## config.mk

```make
export PLATFORM = sky130hd
export DESIGN_NAME = cfg_chain_loader
export DESIGN_NICKNAME = d
export VERILOG_FILES = /design/src/rtl/cfg_chain_loader.sv
export SDC_FILE = /design/constraint.sdc
export NUM_CORES = 1
export LEC_CHECK = 0
export BUFFER_PORTS_ARGS = -buffer_cell sky130_fd_sc_hd__buf_2
export CORE_MARGIN = 8
export CORE_UTILIZATION = 43
export CTS_BUF_LIST = sky130_fd_sc_hd__clkbuf_8
export CTS_CLUSTER_SIZE = 14
export DETAILED_ROUTE_END_ITERATION = 12
export GPL_ROUTABILITY_DRIVEN = 1
export GPL_TIMING_DRIVEN = 0
export PLACE_DENSITY_LB_ADDON = 0.2
export SLEW_MARGIN = 20
export SYNTH_ARGS = -nofsm -noshare
export SYNTH_HDL_FRONTEND = slang
export SYNTH_SLANG_ARGS = --single-unit
```

## constraint.sdc

```tcl
create_clock -name clk -period 2.2 [get_ports clk]
set_clock_uncertainty 0.05 [all_clocks]
set_input_delay 0.66 -clock clk [delete_from_list [all_inputs] [get_ports clk]]
set_output_delay 0.66 -clock clk [all_outputs]
set_load 0.01 [all_outputs]
```

## src/rtl/cfg_chain_loader.sv

```systemverilog
// Configuration chain loader: accepts host words over valid/ready and serialises
// them MSB-first onto two parallel config chains (bank A, bank B).
module cfg_chain_loader #(
  parameter int WORD_W    = 32,
  parameter int CHAIN_LEN = 30,
  parameter int CNT_W     = $clog2(CHAIN_LEN + 1)
) (
  input  logic              clk,
  input  logic              nrst,
  input  logic              start,
  input  logic              abort,
  input  logic              wr_valid,
  output logic              wr_ready,
  input  logic [WORD_W-1:0] wr_data,
  output logic              cfg_en,
  output logic              cfg_dataA,
  output logic              cfg_dataB,
  output logic              busy,
  output logic              done
);

  localparam int HALF  = WORD_W / 2;
  localparam int IDX_W = (HALF > 1) ? $clog2(HALF) : 1;

  localparam logic [IDX_W-1:0] IDX_LAST = IDX_W'(HALF - 1);
  localparam logic [IDX_W-1:0] IDX_ONE  = IDX_W'(1);
  localparam logic [CNT_W-1:0] LEN      = CNT_W'(CHAIN_LEN);
  localparam logic [CNT_W-1:0] CNT_ONE  = CNT_W'(1);

  typedef enum logic [1:0] {
    S_IDLE,
    S_WAIT_WORD,
    S_SHIFT,
    S_DONE
  } state_t;

  state_t           state;
  logic [HALF-1:0]  sh_a;
  logic [HALF-1:0]  sh_b;
  logic [HALF-1:0]  sh_a_shl;
  logic [HALF-1:0]  sh_b_shl;
  logic [CNT_W-1:0] remaining;
  logic [CNT_W-1:0] rem_m1;
  logic [IDX_W-1:0] bit_idx;
  logic             accept;

  assign accept   = wr_valid & wr_ready;
  assign sh_a_shl = sh_a << 1;
  assign sh_b_shl = sh_b << 1;
  assign rem_m1   = remaining - CNT_ONE;

  // wr_ready is registered, so each branch precomputes whether the *next* cycle
  // will be able to take a word (WAIT_WORD, or the last bit of a non-final word).
  // NOTE: all state lives in this one clocked block and uses non-blocking
  // assignments; the asynchronous reset clears the shift registers too, so no
  // stale word can leak onto the chains after a mid-load reset.
  always_ff @(posedge clk or negedge nrst) begin
    if (!nrst) begin
      state     <= S_IDLE;
      sh_a      <= '0;
      sh_b      <= '0;
      remaining <= '0;
      bit_idx   <= '0;
      wr_ready  <= 1'b0;
      cfg_en    <= 1'b0;
      cfg_dataA <= 1'b0;
      cfg_dataB <= 1'b0;
      busy      <= 1'b0;
      done      <= 1'b0;
    end else begin
      done <= 1'b0;
      if (abort && state != S_IDLE) begin
        state     <= S_IDLE;
        wr_ready  <= 1'b0;
        cfg_en    <= 1'b0;
        cfg_dataA <= 1'b0;
        cfg_dataB <= 1'b0;
        busy      <= 1'b0;
      end else begin
        unique case (state)
          S_IDLE: begin
            if (start && !abort) begin
              state     <= S_WAIT_WORD;
              remaining <= LEN;
              wr_ready  <= 1'b1;
              busy      <= 1'b1;
            end
          end

          S_WAIT_WORD: begin
            if (accept) begin
              state     <= S_SHIFT;
              sh_a      <= wr_data[HALF-1:0];
              sh_b      <= wr_data[WORD_W-1:HALF];
              bit_idx   <= IDX_LAST;
              cfg_en    <= 1'b1;
              cfg_dataA <= wr_data[HALF-1];
              cfg_dataB <= wr_data[WORD_W-1];
              wr_ready  <= (IDX_LAST == '0) && (remaining != CNT_ONE);
            end
          end

          S_SHIFT: begin
            remaining <= rem_m1;
            if (remaining == CNT_ONE) begin
              state     <= S_DONE;
              wr_ready  <= 1'b0;
              cfg_en    <= 1'b0;
              cfg_dataA <= 1'b0;
              cfg_dataB <= 1'b0;
              done      <= 1'b1;
            end else if (bit_idx == '0) begin
              if (accept) begin
                // Back-to-back word: reload without a bubble, cfg_en stays high.
                sh_a      <= wr_data[HALF-1:0];
                sh_b      <= wr_data[WORD_W-1:HALF];
                bit_idx   <= IDX_LAST;
                cfg_dataA <= wr_data[HALF-1];
                cfg_dataB <= wr_data[WORD_W-1];
                wr_ready  <= (IDX_LAST == '0) && (rem_m1 != CNT_ONE);
              end else begin
                state     <= S_WAIT_WORD;
                wr_ready  <= 1'b1;
                cfg_en    <= 1'b0;
                cfg_dataA <= 1'b0;
                cfg_dataB <= 1'b0;
              end
            end else begin
              sh_a      <= sh_a_shl;
              sh_b      <= sh_b_shl;
              bit_idx   <= bit_idx - IDX_ONE;
              cfg_dataA <= sh_a_shl[HALF-1];
              cfg_dataB <= sh_b_shl[HALF-1];
              wr_ready  <= (bit_idx == IDX_ONE) && (rem_m1 != CNT_ONE);
            end
          end

          S_DONE: begin
            state <= S_IDLE;
            busy  <= 1'b0;
          end

          default: state <= S_IDLE;
        endcase
      end
    end
  end

endmodule

```

==> flow_metrics.py, run 1 <==
metrics = {
    "status": {
        "status": "complete, no violations",
    },
    "logic_synthesis": {
        "synth_area_sq_um": 2640,
        "ys_seq_area_frac": 0.4455,
        "ys_types": 59,
        "ys_async_sr_fraction": 1.000,
        "ys_warn_count": 0,
        "synth_nets": 286,
        "synth_edf_count": 0,
        "synth_seq_cells": 47,
        "syn_area_per_cell_sq_um": 11.00,
        "ys.flop_type": "dfrtp_1",
        "synth_cells": 240,
    },
    "die": {
        "die-height_um": 94.36,
        "rows": 28,
        "fp.coreArea_sq_um": 5921,
        "ios": 43,
        "initial_core_util": 0.4459,
        "die_w_um": 94.36,
        "die-area_sq_um": 8903,
    },
    "power": {
        "power_switching_mw": 1.824,
        "clkPwrFrac": 0.147,
        "pwr-share-seq": 0.345,
        "power_switching_share": 0.4010,
        "power.internal_mw": 2.725,
        "ir_worst_vdd_mv": 0.5059,
        "power.leakage_nw": 1.343,
        "p_comb_frac": 0.508,
        "pwr_density_cell_nw_per_um2": 1434,
    },
    "worst_setup_path": {
        "end_kind": "flip-flop",
        "critPathRequiredTime_ns": 2.40,
        "path_class": "reg2reg",
        "crit_arrival_ns": 2.29,
        "crit_fanout": 10,
        "startpoint_type": "flip-flop",
    },
    "grt": {
        "grt_max_degree": 48,
        "antenna_found_initial": 0,
        "grt_pass1_wl_mm": 10.33,
        "grt_remaining_overflow": 0,
        "grt_pass1_vias": 2069,
        "grtUsageTotal": 0.1463,
    },
    "sta": {
        "period_share": 0.9517,
        "finalCriticalPeriod_ns": 2.094,
        "fmax_mhz": 477.6,
        "slew_headroom": 0.5937,
        "hold_viol_final": 0,
        "tightest_slew_ns": 0.6095,
        "holdWs_ns": 0.2977,
        "rsz0062_at_grt": "no",
        "slew_violations": 0,
        "setup_viol": 0,
    },
    "min_path": {
        "hold_class": "in2async",
    },
    "cts": {
        "htree_levels": 2,
        "insertion_delay_ns": 0.31,
        "cts.sinks": 47,
        "clk_path_buf_depth": 2,
        "numCtsBuffers": 5,
        "cts_tree": "built",
        "cts_root_buffer": "clkbuf_8",
        "path_clk_slew_ns": 0.10,
        "ctsHoldBuffers": 0,
    },
    "finish": {
        "mostFrequentLayoutCells": "45 x buf_2, 45 x dfrtp_1, 25 x o221a_1",
        "fin_cells": 372,
        "diodes": 0,
        "drive_above_1_share": 0.3030,
        "regArea_sq_um": 1179,
        "area_growth_pct": 20.14,
        "nets": 342,
        "multi_input_area_sq_um": 1340,
        "fillers": 538,
    },
    "detailed_routing": {
        "wl_per_cell_um": 17.47,
        "drc": 0,
        "drtAntennaViolNets": 0,
        "dr.first_iter.drc_count": 137,
        "routed_wl_mm": 6.499,
        "vias": 2113,
        "drtPass1Iterations": 4,
        "viasPerCell": 5.680,
    },
    "placed_design": {
        "portBuffers": 42,
        "dp_hpwl_mm": 4.564,
        "placed_cells": 357,
        "gp_congestion": 0.8026,
    },
    "flow_run": {
        "maxCapViolCount": 0,
    },
}
[cell type report]
class                           count  share of cell area
Multi-Input combinational cell    163              0.4225
Sequential cell                    47              0.3716
Timing Repair Buffer               49             0.08363
Buffer                             16             0.03984
Tap cell                           75             0.02959
Clock buffer                        5             0.02170
Inverter                           14             0.01657
Clock inverter                      3             0.01460
[Yosys cell counts, types with 2 or more instances]
master,count,area (sq um)
nand4_1,4,25.02
dfrtp_1,47,1176
or3_1,2,12.51
and2_1,3,18.77
mux2i_1,2,20.02
buf_4,2,15.01
o221a_1,25,281.5
o211a_1,2,20.02
o21ai_0,10,50.05
nand2b_1,4,25.02
a2bb2oi_1,3,26.28
ha_1,9,112.6
nand2_1,9,33.78
buf_6,4,45.04
buf_2,5,25.02
nand3b_1,24,180.2
a22oi_1,2,15.01
nor3b_1,2,15.01
inv_1,14,52.55
nor2_1,5,18.77
a21oi_1,11,55.05
a22o_1,4,35.03
o22ai_1,3,18.77
nand3_1,6,30.03
clkbuf_1,3,11.26
nor3_1,2,10.01
[critical path: stages (launching register included)]
cell,delay [ns]
dfrtp_2,0.46
inv_1,0.11
ha_1,0.16
clkbuf_4,0.20
nor2b_4,0.08
a211o_2,0.39
a21oi_4,0.21
buf_6,0.18
o221a_1,0.20
[per-stage QoR]
stage | worst slack [ns] | util | power, mW | setup TNS [ns] | area (sq um)
finish | 0.1063 | 0.5357 | 4.549 | 0 | 3172
global route | 0.004484 | 0.5357 | 4.888 | 0 | 3172
CTS | 0.003173 | 0.5192 | 4.404 | 0 | 3074
detailed placement | -0.2725 | 0.4973 | 3.699 | -5.267 | 2944
global placement | -0.2301 | 0.4973 | 3.626 | -4.012 | 2944
floorplan | 0.2073 | - | 3.137 | 0 | 2640
[logic make-up after synthesis]
logic type | Yosys count | share of synthesized area
compound gates | 78 | 0.2517
fa+ha+maj | 9 | 0.04265
buf+inv | 30 | 0.05971
flops | 47 | 0.4455
mux | 3 | 0.01185
simple gates | 73 | 0.1886
[timing repair]
item | 4_1_cts | 5_1_grt
gates resized for setup | 6 | 13
setup endpoints to repair | 27 | 34
pin swaps | 1 | 2
setup buffers | 0 | 7
[final timing paths]
check	from	endpoint	slack [ns]	cells after the start
hold / removal	nrst	sh_a[6]$_DFFE_PN0P_	0.30	1
setup reg to reg	state[0]$_DFFE_PN0P_	sh_b[9]$_DFFE_PN0P_	0.11	8
max in group asynchronous	nrst	state[1]$_DFFE_PN0P_	1.38	1
min in group clk	sh_a[0]$_DFFE_PN0P_	sh_a[0]$_DFFE_PN0P_	0.46	2
setup / recovery	state[0]$_DFFE_PN0P_	sh_b[9]$_DFFE_PN0P_	0.11	8
hold reg to reg	sh_a[0]$_DFFE_PN0P_	sh_a[0]$_DFFE_PN0P_	0.46	2
[power groups by stage]
stage                     Sequential [mW]  Clock (mW)  Combinational, mW
after global routing                 1.62       0.715               2.55
after detailed placement             1.58           0               2.12
final                                1.57       0.667               2.31
after CTS                            1.56       0.681               2.16
after global placement               1.56           0               2.06
after floorplan                      1.51           0               1.63
[per-layer routing]
layer | track usage | vias to the layer above | part of all wire
met4 | 0.05152 | 0 | 0.012
met1 | 0.2022 | 1034 | 0.51
li1 | - | 1039 | -
met2 | 0.2161 | 34 | 0.43
met5 | 0 | - | 0
met3 | 0.03651 | 6 | 0.045
[flip-flops by register name (all words and copies together), names as in the netlist]
register,count
sh_a,15
sh_b,15
remaining,5
bit_idx,4
state,2
busy,1
cfg_dataA,1
cfg_dataB,1
cfg_en,1
done,1
wr_ready,1
Note: power is estimated with default switching activity, not from simulation.
==> run 2, diff against run 1 <==
CORE_UTILIZATION = 40   (was 43)
==> run 2 against run 1 <==
Effect of this change: clock-buffer cell count is the same; routed wire length shrank 2.3%; maximum frequency shrank 0.32%; power shrank 4.0%; final cell count grew 0.81%; clock power shrank 22%; largest power group unchanged.
==> flow_metrics.py, run 2 (synthesis results as in run 1) <==
metrics = {
    "status": {
        "status": "complete, no violations",
    },
    "cts": {
        "cts_tree": "built",
        "htree_levels": 2,
        "numCtsBuffers": 5,
        "ctsHoldBuffers": 0,
        "insertion_delay_ns": 0.30,
        "path_clk_slew_ns": 0.10,
        "cts.sinks": 47,
        "clk_path_buf_depth": 2,
        "cts_root_buffer": "clkbuf_8",
    },
    "detailed_routing": {
        "vias": 2138,
        "drtAntennaViolNets": 0,
        "routed_wl_mm": 6.349,
        "dr.first_iter.drc_count": 94,
        "drc": 0,
        "viasPerCell": 5.701,
        "drtPass1Iterations": 4,
        "wl_per_cell_um": 16.93,
    },
    "worst_setup_path": {
        "crit_arrival_ns": 2.29,
        "path_class": "reg2reg",
        "slowest_delay_ns": 0.45,
        "crit_fanout": 10,
        "end_kind": "flip-flop",
        "path_cells": "inv_1 -> ha_1 -> clkbuf_4 -> nor2b_4 -> a211o_2 -> a21oi_4 -> buf_4 -> o221a_1",
        "critPathRequiredTime_ns": 2.39,
        "startpoint_type": "flip-flop",
        "critPathSlowestCell": "dfrtp_2",
        "worst-path-buf-inv": 3,
        "crit_family": "compound AO/OA/AOI/OAI gates",
    },
    "sta": {
        "period_share": 0.9547,
        "tightest_slew_ns": 0.6112,
        "slew_violations": 0,
        "hold_viol_final": 0,
        "setup_viol": 0,
        "fmax_mhz": 476.1,
        "holdWs_ns": 0.3017,
        "rsz0062_at_grt": "yes",
        "finalCriticalPeriod_ns": 2.100,
        "fin_setup_tns_ns": 0,
        "slew_headroom": 0.5925,
    },
    "grt": {
        "antenna_found_initial": 0,
        "grtUsageTotal": 0.1308,
        "grt_max_degree": 48,
        "grt_pass1_wl_mm": 10.41,
        "grt_pass1_vias": 2046,
        "grt_remaining_overflow": 0,
    },
    "finish": {
        "nets": 343,
        "reg.largest.list": "sh_a (15), sh_b (15), remaining (5)",
        "fillers": 616,
        "drive_above_1_share": 0.3020,
        "final_util": 0.4949,
        "diodes": 0,
        "area_growth_pct": 19.72,
        "mostFrequentLayoutCells": "45 x buf_2, 45 x dfrtp_1, 25 x o221a_1",
    },
    "die": {
        "initial_core_util": 0.4134,
        "die-area_sq_um": 9456,
        "rows": 29,
        "die-height_um": 97.24,
        "ios": 43,
        "die_w_um": 97.24,
        "fp.coreArea_sq_um": 6386,
    },
    "power": {
        "ir_worst_vdd_mv": 0.5677,
        "power_mw": 4.366,
        "power.leakage_nw": 1.338,
        "pwr_density_cell_nw_per_um2": 1381,
    },
    "min_path": {
        "hold_class": "in2async",
    },
    "placed_design": {
        "portBuffers": 42,
        "dp_hpwl_mm": 4.388,
        "gp_congestion": 0.7893,
    },
    "flow_run": {
        "maxCapViolCount": 0,
    },
}
run 2: cell count changes in the layout (fill, tap and decap cells not counted):
cell | before | now
buf_12 | 0 | 1
inv_1 | 13 | 14
clkinv_2 | 0 | 1
buf_4 | 8 | 10
inv_6 | 1 | 0
bufinv_16 | 1 | 0
clkinvlp_4 | 1 | 2
inv_2 | 1 | 0
buf_6 | 7 | 5
run 2: metal layers:
layer / vias to the layer above / GRT usage / wire, um
met3: 2 / 0.03912 / 379
li1: 1042 / - / -
met4: 0 / 0.03497 / 31
met5: - / 0 / 0
met1: 1049 / 0.1864 / 3146
met2: 45 / 0.1854 / 2792
run 2: layout make-up:
| class | instances | area [sq um] | area share |
|---|---|---|---|
| plain buffers | 16 | 118.9 | 0.03761 |
| clock buffers | 5 | 68.82 | 0.02177 |
| clock inverters | 3 | 20.02 | 0.006334 |
| inverters | 14 | 52.55 | 0.01663 |
| multi-input cells | 163 | 1340 | 0.4240 |
| flip-flops and latches | 47 | 1179 | 0.3729 |
| well taps | 77 | 96.34 | 0.03048 |
| repair buffers | 50 | 285.3 | 0.09026 |
run 2: path summary, 6_finish.rpt:
path / start / endpoint / slack [ns] / depth (start not counted)
min in group clk: cfg_en$_DFFE_PN0P_ / cfg_en$_DFFE_PN0P_ / 0.45 / 1
min reg2reg: cfg_en$_DFFE_PN0P_ / cfg_en$_DFFE_PN0P_ / 0.45 / 1
max reg2reg: state[0]$_DFFE_PN0P_ / sh_b[6]$_DFFE_PN0P_ / 0.1 / 8
max in group asynchronous: nrst / state[1]$_DFFE_PN0P_ / 1.35 / 1
min: nrst / busy$_DFFE_PN0P_ / 0.30 / 1
max: state[0]$_DFFE_PN0P_ / sh_b[6]$_DFFE_PN0P_ / 0.1 / 8
run 2: per-stage QoR:
| stage | area (sq um) | setup WS (ns) | std cells |
|---|---|---|---|
| finish | 3161 | 0.09955 | 375 |
| global route | 3161 | -0.01406 | 375 |
| detailed placement | 2947 | -0.2329 | 359 |
| global placement | 2947 | -0.2167 | 359 |
| CTS | 3050 | 0.002878 | 367 |
| floorplan | 2640 | 0.2073 | 240 |
run 2: report_power, final:
group          leakage, nW  switching [mW]  total, mW  internal, mW
Clock               0.0402           0.301      0.523         0.222
Sequential           0.528           0.289       1.56          1.27
Combinational        0.770            1.19       2.28          1.10
Total                 1.34            1.78       4.37          2.59
run 2: repair_timing:
action,CTS,global route
setup endpoints to repair,27,34
pin swaps,1,1
hold endpoints to repair,0,0
setup buffers,0,8
resized for setup,6,10
==> run 3, diff against run 2 <==
SLEW_MARGIN = unset   (was 20)
clock period = 2.14 ns   (was 2.2 ns; I/O delays follow)
==> run 3 against run 2 <==
Effect of this change: combinational power up 3%; first-iteration DRC count is 17% higher; via count fell by 0.75%; routed wire length is 0.95% higher; sequential share of layout area up 0.21 points; clock power up 4.6%; maximum frequency rose by 1.6%; register-to-register slack worse by 0.03 ns; worst hold slack better by 0.14 ns; critical endpoint unchanged.
==> flow_metrics.py, run 3 (synthesis results as in run 1) <==
metrics = {
    "cts": {
        "clk_path_buf_depth": 2,
        "cts_root_buffer": "clkbuf_8",
        "htree_levels": 2,
        "cts_tree": "built",
        "numCtsBuffers": 5,
        "path_clk_slew_ns": 0.09,
        "ctsHoldBuffers": 0,
        "cts.sinks": 47,
        "insertion_delay_ns": 0.31,
    },
    "die": {
        "ios": 43,
        "fp.coreArea_sq_um": 6386,
        "die-area_sq_um": 9456,
        "die-height_um": 97.24,
        "die_w_um": 97.24,
        "rows": 29,
        "initial_core_util": 0.4134,
    },
    "power": {
        "power_mw": 4.504,
        "pwr_density_cell_nw_per_um2": 1433,
        "ir_worst_vdd_mv": 0.5785,
        "power.leakage_nw": 1.319,
    },
    "grt": {
        "grt_pass1_vias": 2084,
        "antenna_found_initial": 0,
        "grt_remaining_overflow": 0,
        "grtUsageTotal": 0.1323,
        "grt_pass1_wl_mm": 10.55,
        "grt_max_degree": 48,
    },
    "worst_setup_path": {
        "critPathLaunch": "bit_idx[0]$_DFFE_PN0P_",
        "r2r-start": "bit_idx[0]$_DFFE_PN0P_",
        "crit_arrival_ns": 2.21,
        "path_class": "reg2reg",
        "critPathSlowestCell": "dfrtp_1",
        "end_kind": "flip-flop",
        "path_cells": "inv_1 -> ha_4 -> or3b_1 -> buf_6 -> o21ai_2 -> nand4_4 -> buf_6 -> o221a_1",
        "regToRegEndpoint": "sh_b[6]$_DFFE_PN0P_",
        "worst-path-buf-inv": 3,
        "rr_worst_depth": 8,
        "rrSetupSlack_ns": 0.07,
        "crit_family": "simple AND/OR/NAND/NOR gates",
        "crit_fanout": 10,
        "critical_path.most_common_cell": "buf_6",
        "critPathRequiredTime_ns": 2.28,
        "startpoint_type": "flip-flop",
        "slowest_delay_ns": 0.39,
    },
    "detailed_routing": {
        "routed_wl_mm": 6.409,
        "wl_per_cell_um": 17.23,
        "dr.first_iter.drc_count": 110,
        "viasPerCell": 5.704,
        "drtAntennaViolNets": 0,
        "drc": 0,
        "drtPass1Iterations": 4,
        "vias": 2122,
    },
    "sta": {
        "finalCriticalPeriod_ns": 2.068,
        "hold_viol_final": 0,
        "fin_setup_tns_ns": 0,
        "slew_headroom": 0.2866,
        "tightest_slew_ns": 1.070,
        "fmax_mhz": 483.7,
        "fin_ws_ns": 0.07244,
        "slew_violations": 0,
        "period_share": 0.9661,
        "setup_viol": 0,
        "holdWs_ns": 0.4464,
        "rsz0062_at_grt": "yes",
    },
    "finish": {
        "nets": 340,
        "layout_commonest_cell": "buf_2",
        "fin_cells": 372,
        "final_area_sq_um": 3143,
        "reg.largest.list": "sh_a (15), sh_b (15), remaining (5)",
        "mostFrequentLayoutCells": "46 x buf_2, 45 x dfrtp_1, 25 x o221a_1",
        "drive_above_1_share": 0.3017,
        "diodes": 0,
        "final_util": 0.4922,
        "area_growth_pct": 19.05,
    },
    "status": {
        "status": "complete, no violations",
    },
    "placed_design": {
        "portBuffers": 42,
        "dp_hpwl_mm": 4.388,
        "placed_cells": 359,
        "place_ws_ns": -0.2929,
        "gp_congestion": 0.7893,
        "postPlaceCellArea_sq_um": 2947,
    },
    "min_path": {
        "hold-path-cell-count": 1,
        "hold_class": "reg2reg",
        "hold_end": "cfg_en$_DFFE_PN0P_",
        "hp-start": "cfg_en$_DFFE_PN0P_",
    },
    "flow_run": {
        "maxCapViolCount": 0,
    },
}
-- run 3: cell count changes in the layout (fill, tap and decap cells not counted), sizes merged --
cell,delta
buf,-2
clkbuf,-1
-- run 3: worst max-delay path by stage --
| stage | slack (ns) | endpoint | cells past startpoint |
|---|---|---|---|
| after floorplan | 0.15 | sh_a[10]$_DFFE_PN0P_ | 7 |
| after global placement | -0.28 | sh_b[9]$_DFFE_PN0P_ | 7 |
| after detailed placement | -0.29 | sh_b[8]$_DFFE_PN0P_ | 7 |
| after CTS | 0.00003 | sh_a[4]$_DFFE_PN0P_ | 8 |
| after global routing | -0.02 | sh_b[9]$_DFFE_PN0P_ | 8 |
| final | 0.07 | sh_b[6]$_DFFE_PN0P_ | 8 |
-- run 3: power by group --
group | leakage, nW | internal [mW] | switching [mW]
Sequential | 0.528 | 1.31 | 0.299
Clock | 0.0402 | 0.228 | 0.319
Combinational | 0.750 | 1.12 | 1.23
Total | 1.32 | 2.65 | 1.85
-- run 3: area by class of cell --
| class | count | area, sq um |
|---|---|---|
| fill | 621 | 3243 |
| multi-input combinational | 163 | 1354 |
| sequential | 47 | 1179 |
| timing repair buffer | 48 | 259.0 |
| buffer | 15 | 113.9 |
| tap | 77 | 96.34 |
| clock buffer | 5 | 68.82 |
| inverter | 14 | 52.55 |
| clock inverter | 3 | 20.02 |
-- run 3: metal layers --
metal,wire (um),track usage,vias to the layer above
met5,0,0,-
met4,59,0.03497,0
met3,358,0.03912,7
met2,2771,0.1891,43
met1,3219,0.1877,1034
li1,-,-,1038
-- run 3: timing repair --
item,4_1_cts,5_1_grt
pin swaps,2,0
setup endpoints to repair,30,36
resized for setup,8,12
buffers inserted,4,2
cloned,0,0
